File: src/rtl/load_down_counter_pkg.sv
// Shared types and defaults for the loadable down-counter/timer.
// The prescaler default only matters when LOAD_DOWN_COUNTER_PRESCALE_EN is defined.
package load_down_counter_pkg;

    localparam int DEFAULT_W        = 18;
    localparam int DEFAULT_PRESCALE = 4;

    typedef enum logic {
        IDLE = 1'b0,
        RUN  = 1'b1
    } state_e;

endpackage

File: src/rtl/load_down_counter_tick_prescaler.sv
// Divides enabled cycles by PRESCALE: tick is high on the enabled cycle that wraps the count.
// Only instantiated when LOAD_DOWN_COUNTER_PRESCALE_EN is defined.
module tick_prescaler
    import load_down_counter_pkg::*;
#(
    parameter int PRESCALE = DEFAULT_PRESCALE
) (
    input  logic clk,
    input  logic rst_n,
    input  logic en,
    input  logic clr,
    output logic tick
);

    localparam int CW = (PRESCALE > 1) ? $clog2(PRESCALE) : 1;
    localparam logic [CW-1:0] LAST = CW'(PRESCALE - 1);

    logic [CW-1:0] cnt_q, cnt_d;

    assign tick = en && (cnt_q == LAST);

    always_comb begin
        cnt_d = cnt_q;
        if (clr) begin
            cnt_d = '0;
        end else if (en) begin
            cnt_d = tick ? '0 : cnt_q + 1'b1;
        end
    end

    always_ff @(posedge clk or negedge rst_n) begin
        if (!rst_n) begin
            cnt_q <= '0;
        end else begin
            cnt_q <= cnt_d;
        end
    end

endmodule

File: src/rtl/load_down_counter.sv
// Loadable down-counter/timer with terminal-count strobe and optional auto-reload.
// Define LOAD_DOWN_COUNTER_PRESCALE_EN to decrement only every PRESCALE enabled cycles.
//
// state | meaning
// IDLE  | waiting for a load; load_ready=1
// RUN   | counting down; busy=1, loads ignored
module load_down_counter
    import load_down_counter_pkg::*;
#(
    parameter int W = DEFAULT_W
`ifdef LOAD_DOWN_COUNTER_PRESCALE_EN
    , parameter int PRESCALE = DEFAULT_PRESCALE
`endif
) (
    input  logic         clk,
    input  logic         rst_n,
    input  logic         en,
    input  logic         load_valid,
    output logic         load_ready,
    input  logic [W-1:0] load_value,
    input  logic         reload,
    input  logic         stop,
    output logic [W-1:0] cntr,
    output logic         tc,
    output logic         busy
);

    localparam logic [W-1:0] ONE = {{(W-1){1'b0}}, 1'b1};

    state_e         state_q, state_d;
    logic [W-1:0]   cntr_q, cntr_d;
    logic [W-1:0]   reload_q, reload_d;
    logic           tc_q, tc_d;
    logic           step;

`ifdef LOAD_DOWN_COUNTER_PRESCALE_EN
    logic pre_en, pre_clr;

    // Held clear outside RUN so every load starts a full prescale period.
    assign pre_en  = (state_q == RUN) && en && !stop;
    assign pre_clr = (state_q != RUN) || stop || (step && (cntr_q <= ONE));

    tick_prescaler #(
        .PRESCALE (PRESCALE)
    ) u_tick_prescaler (
        .clk   (clk),
        .rst_n (rst_n),
        .en    (pre_en),
        .clr   (pre_clr),
        .tick  (step)
    );
`else
    assign step = en;
`endif

    always_comb begin
        state_d  = state_q;
        cntr_d   = cntr_q;
        reload_d = reload_q;
        tc_d     = 1'b0;
        case (state_q)
            IDLE: begin
                if (load_valid) begin
                    cntr_d   = load_value;
                    reload_d = load_value;
                    if (load_value != '0) begin
                        state_d = RUN;
                    end else begin
                        tc_d = 1'b1;
                    end
                end
            end
            RUN: begin
                if (stop) begin
                    state_d = IDLE;
                end else if (step) begin
                    if (cntr_q > ONE) begin
                        cntr_d = cntr_q - ONE;
                    end else begin
                        tc_d = 1'b1;
                        if (reload) begin
                            cntr_d = reload_q;
                        end else begin
                            cntr_d  = '0;
                            state_d = IDLE;
                        end
                    end
                end
            end
            default: state_d = IDLE;
        endcase
    end

    always_ff @(posedge clk or negedge rst_n) begin
        if (!rst_n) begin
            state_q  <= IDLE;
            cntr_q   <= '0;
            reload_q <= '0;
            tc_q     <= 1'b0;
        end else begin
            state_q  <= state_d;
            cntr_q   <= cntr_d;
            reload_q <= reload_d;
            tc_q     <= tc_d;
        end
    end

    assign cntr       = cntr_q;
    assign tc         = tc_q;
    assign busy       = (state_q == RUN);
    assign load_ready = (state_q == IDLE);

endmodule
File: config.mk
export PLATFORM = sky130hd
export DESIGN_NAME = load_down_counter
export DESIGN_NICKNAME = d
export VERILOG_FILES = /design/src/rtl/load_down_counter_pkg.sv /design/src/rtl/load_down_counter_tick_prescaler.sv /design/src/rtl/load_down_counter.sv
export SDC_FILE = /design/constraint.sdc
export NUM_CORES = 1
export LEC_CHECK = 0
export ABC_AREA = 1
export CAP_MARGIN = 40
export CORE_MARGIN = 5
export CORE_UTILIZATION = 57
export CTS_CLUSTER_DIAMETER = 150
export CTS_CLUSTER_SIZE = 25
export DETAILED_ROUTE_END_ITERATION = 10
export GPL_TIMING_DRIVEN = 0
export PLACE_DENSITY = 0.88
export SYNTH_ARGS = -nofsm -noshare
export SYNTH_HDL_FRONTEND = slang
export SYNTH_SLANG_ARGS = --single-unit
File: constraint.sdc
create_clock -name clk -period 4.4 [get_ports clk]
set_input_delay 0.66 -clock clk [delete_from_list [all_inputs] [get_ports clk]]
set_output_delay 0.66 -clock clk [all_outputs]
set_load 0.1 [all_outputs]
Word-level counts from Yosys, hierarchy flattened
Index checks and enable logic that the tools add are counted.
- add/subtract/negate cells: 1
- magnitude comparators: 1
- equality and inequality tests: 3
- multiplexer cells: 19
- bitwise gates (word level): 1
- reductions and logical operators: 3
- operators with widths (operator ; count):
    two-way mux 18 bit ; 5
    one-hot mux 18 bit (2 select lines) ; 1
    > comparator 18 x 1 -> 1 bit (second input constant) ; 1
    nonzero test 18 bit ; 1
    subtractor 18 x 1 -> 18 bit (second input constant) ; 1
    two-way mux 1 bit ; 11
    inequality test 2 bit (second input constant) ; 3
    one-hot mux 1 bit (2 select lines) ; 2
    AND reduction 3 bit ; 1
    AND reduction 2 bit ; 1
    inverter 1 bit ; 1
- register bits after elaboration: 38
- input port bits: 24
- output and inout bits: 21
- logic and storage cells: 32

Longest topological paths before layout
- word-level depth: 5
- depth in mapped cells: 11
- mapped depth without buffers: 11

Worst setup path before layout
Ideal clock, no wire load.
- path type: reg-to-reg
- start: register cntr_q[0] (netlist: cntr[0])
- end: register cntr_q[8] (netlist: cntr[8])
- library setup time: 0.120 ns
- arrival time: 2.167 ns
- required time: 4.280 ns
- path slack: 2.113 ns
- cell stages (with the launch flop): 12
- path buffers: 1
- clock period less this slack: 2.287 ns
- cell sequence: dfrtp_1 -> inv_1 -> ha_1 -> nor2_1 -> nor2_4 -> nand3_4 -> nor2_8 -> buf_12 -> nand2_2 -> nand3_1 -> nand2_1 -> nand2_1
- cells in the longest elaborated chain, start to end: 5
- elaborated cells on any way between the ends: 6
- those cells by class: add/sub (1); order compare (1); mux (4)
- ends and longest elaborated chain (element ; line ; source):
    start, declared ; load_down_counter.sv:31 ; logic [W-1:0] cntr_q, cntr_d;
    start signal, assigned ; load_down_counter.sv:102 ; cntr_q <= cntr_d;
    subtractor 18 x 1 -> 18 bit / > comparator 18 x 1 -> 1 bit (equally long branches) ; load_down_counter.sv:78, load_down_counter.sv:77 ;
    two-way mux 18 bit (*) ; load_down_counter.sv:77 ; if (cntr_q > ONE) begin
    two-way mux 18 bit (*) ; load_down_counter.sv:76 ; end else if (step) begin
    two-way mux 18 bit (*) ; load_down_counter.sv:74 ; if (stop) begin
    one-hot mux 18 bit (2 select lines) (*) ; load_down_counter.sv:61 ; case (state_q)
Mark *: on every way between the ends. The rest lies on a longest branch, timed or not. The select of a mux whose other input is x is not followed.
A chain may end at the register's enable or synchronous reset.

Worst setup path in the final report
- start: register state_q (netlist: busy)
- end: output port load_ready
- cells in the longest elaborated chain, start to end: 1
- ends and longest elaborated chain (element ; line ; source):
    start, declared ; load_down_counter.sv:30 ; state_e state_q, state_d;
    start signal, assigned ; load_down_counter.sv:101 ; state_q <= state_d;
    inverter 1 bit ; n/a ;
    end, declared ; load_down_counter.sv:19 ; output logic load_ready,
No other way between the ends.

==> flow_summary.yaml <==
power_and_ir_drop:
  ir_drop_uv: 300
  p_leak_nw: 1.69
  powerDensity_mw_per_mm2: 620
floorplan:
  die_area_mm2: 0.00588
  die_w_um: 76.7
  io_pins: 45
  start_util: 0.587
  num_rows: 24
  coreArea_mm2: 0.00432
  die_h_um: 76.7
critical_path:
  path_class: "register to output pin"
  cp_max_fo: 10
  worstPathArrival_ns: 1.79
  cpPeakStageDelay_ns: 0.51
  crit_path_end_kind: "output pin"
  crit_family: "buffers and inverters"
  crit_chain: "inv_2 > buf_6 > clkdlybuf4s50_1 > buf_8"
  slowest_stage: "clkdlybuf4s50_1"
  cp_data_required_time_ns: 3.74
  worst-path-buf-inv: 4
  startpoint_type: "register"
global_route:
  antenna_found_initial: 0
  grt_overflow_total: 0
  grt_pass1_wl_mm: 12.2
  grt_pass1_vias: 2672
  grt_use_total: 0.254
  grt_max_degree: 39
placed_design:
  numPortBuffers: 44
  dp_hpwl_mm: 5.64
  place_congestion: 0.882
  dp.cells: 486
timing:
  hold_viol: 0
  setup_violations: 0
  min_period_ns: 2.45
  maxSlewHeadroom: 0.404
  fin_skew_ns: 0.00387
  fmax_mhz: 409
  tns_ns: 0
  tightest_slew_ns: 0.894
  fin_crit_sh: 0.556
  rsz0062_at_grt: "no"
  drv_slew: 0
worst_hold_path:
  hp-class: "input pin to asynchronous set/reset pin"
clocking:
  clock_latency_ns: 0.29
  postCtsSetupRepairBufs: 0
  cts_resized: 0
  cts_sinks: 38
  postCtsHoldBufs: 0
  cts_buffer_depth: 2
  clk_pin_slew_ns: 0.07
  cts_buffers: 5
  cts_root_buf: "clkbuf_8"
  h-tree-depth: 2
  cts_tree: "yes"
run_status:
  outcome: "complete, no violations"
yosys:
  ys_types: 29
  avgSynthCellArea_um2: 6.87
  ys_warn_count: 0
  syn_inst: 369
  ys_seq_area_frac: 0.375
  ys_ff_latch: 38
  synth_area_mm2: 0.00254
  syn_nets: 395
finish:
  final_cells: 494
  n_antenna_cell: 0
  nNetsFinal: 467
  areaGrowthSynthToFinish_pct: 35.8
  fin_util: 0.796
  drive_gt1_frac: 0.161
drt:
  wl_mm: 7.32
  vias_per_cell: 5.54
  dr.pass1.iters: 6
  first_iter_violations: 276
  drc: 0
  wl_per_cell_um: 14.8
  ant_nets: 0
  dr_total_vias: 2735
job:
  maxCapViolCount: 0
## cell usage in the layout (no fill, tap or decap), types with 3 or more instances in the layout
| cell type | count |
|---|---|
| nand2_2 | 13 |
| xor2_1 | 3 |
| o21ai_1 | 20 |
| nor2_2 | 6 |
| clkbuf_8 | 6 |
| inv_1 | 38 |
| nand2_1 | 133 |
| nand3_1 | 27 |
| buf_2 | 4 |
| clkdlybuf4s50_1 | 43 |
| buf_6 | 3 |
| inv_2 | 5 |
| dfrtp_1 | 38 |
| o21ai_0 | 4 |
| a21oi_1 | 25 |
| nor2_4 | 4 |
| clkbuf_1 | 5 |
| nor2_1 | 22 |
| nand4_1 | 7 |
| buf_8 | 21 |
## metrics by stage
stage | power [mW] | hold slack (ns) | setup WS [ns] | instance area (um^2)
final | 2.13 | 0.486 | 1.95 | 3440
after global routing | 2.24 | 0.508 | 1.85 | 3440
after CTS | 2.13 | 0.496 | 1.95 | 3440
after detailed placement | 1.88 | 0.480 | 2.24 | 3350
after global placement | 1.64 | 0.475 | 1.79 | 3040
after floorplan | 1.39 | 0.364 | 2.11 | 2540
## logic make-up (layout without fill, tap and decap cells)
family / after synthesis / after routing / share of synthesized area
simple gates: 220 / 220 / 0.399
buf+inv: 55 / 128 / 0.0997
compound gates: 51 / 51 / 0.106
flops: 38 / 38 / 0.375
xor+xnor: 3 / 3 / 0.0104
fa+ha+maj: 2 / 2 / 0.00987
## power by group
group / internal, mW / switching [mW]
Clock: 0.126 / 0.124
Sequential: 0.442 / 0.129
Combinational: 0.451 / 0.863
Total: 1.02 / 1.12
## cell type report
type	instances	area, um^2
tap	52	65.1
buffer	12	91.3
multi-input combinational	276	1330
inverter	43	161
clock buffer	7	86.3
fill	309	881
timing repair buffer	65	751
clock inverter	1	5.00
sequential	38	951
## per-layer routing
layer | vias to the layer above | track usage | share of wire
met5 | - | 0 | 0
met3 | 34 | 0.0515 | 0.078
li1 | 1315 | - | -
met2 | 148 | 0.417 | 0.49
met4 | 0 | 0.110 | 0.035
met1 | 1238 | 0.323 | 0.40
## registers in the layout, summed over array words and instances, names as in the netlist
register  count
cntr         18
reload_q     18
busy          1
tc            1
## path summary, 6_finish.rpt
| path | endpoint | start | cells after the start | slack, ns |
|---|---|---|---|---|
| max reg2reg | cntr[16] | cntr[0] | 11 | 2.42 |
| min in group clk | reload_q[12] | reload_q[12] | 2 | 0.49 |
| min reg2reg | reload_q[12] | reload_q[12] | 2 | 0.49 |
| max in group asynchronous | reload_q[12] | rst_n | 1 | 3.35 |
| min | busy | rst_n | 1 | 0.49 |
| max | load_ready | busy | 4 | 1.95 |
## cell usage after synthesis, drive strengths merged
| cell | instances | area share |
|---|---|---|
| clkbuf | 4 | 0.0059 |
| nand3b | 1 | 0.0030 |
| o21ai | 24 | 0.047 |
| nor3 | 1 | 0.0020 |
| o21bai | 1 | 0.0030 |
| nand3 | 30 | 0.068 |
| nor4 | 1 | 0.0025 |
| nand4 | 7 | 0.017 |
| a21oi | 26 | 0.056 |
| nor2 | 33 | 0.073 |
| nand2 | 147 | 0.23 |
| inv | 43 | 0.064 |
| xor2 | 3 | 0.010 |
| ha | 2 | 0.0099 |
| buf | 8 | 0.030 |
| dfrtp | 38 | 0.37 |
(Power assumes the default switching activity.)
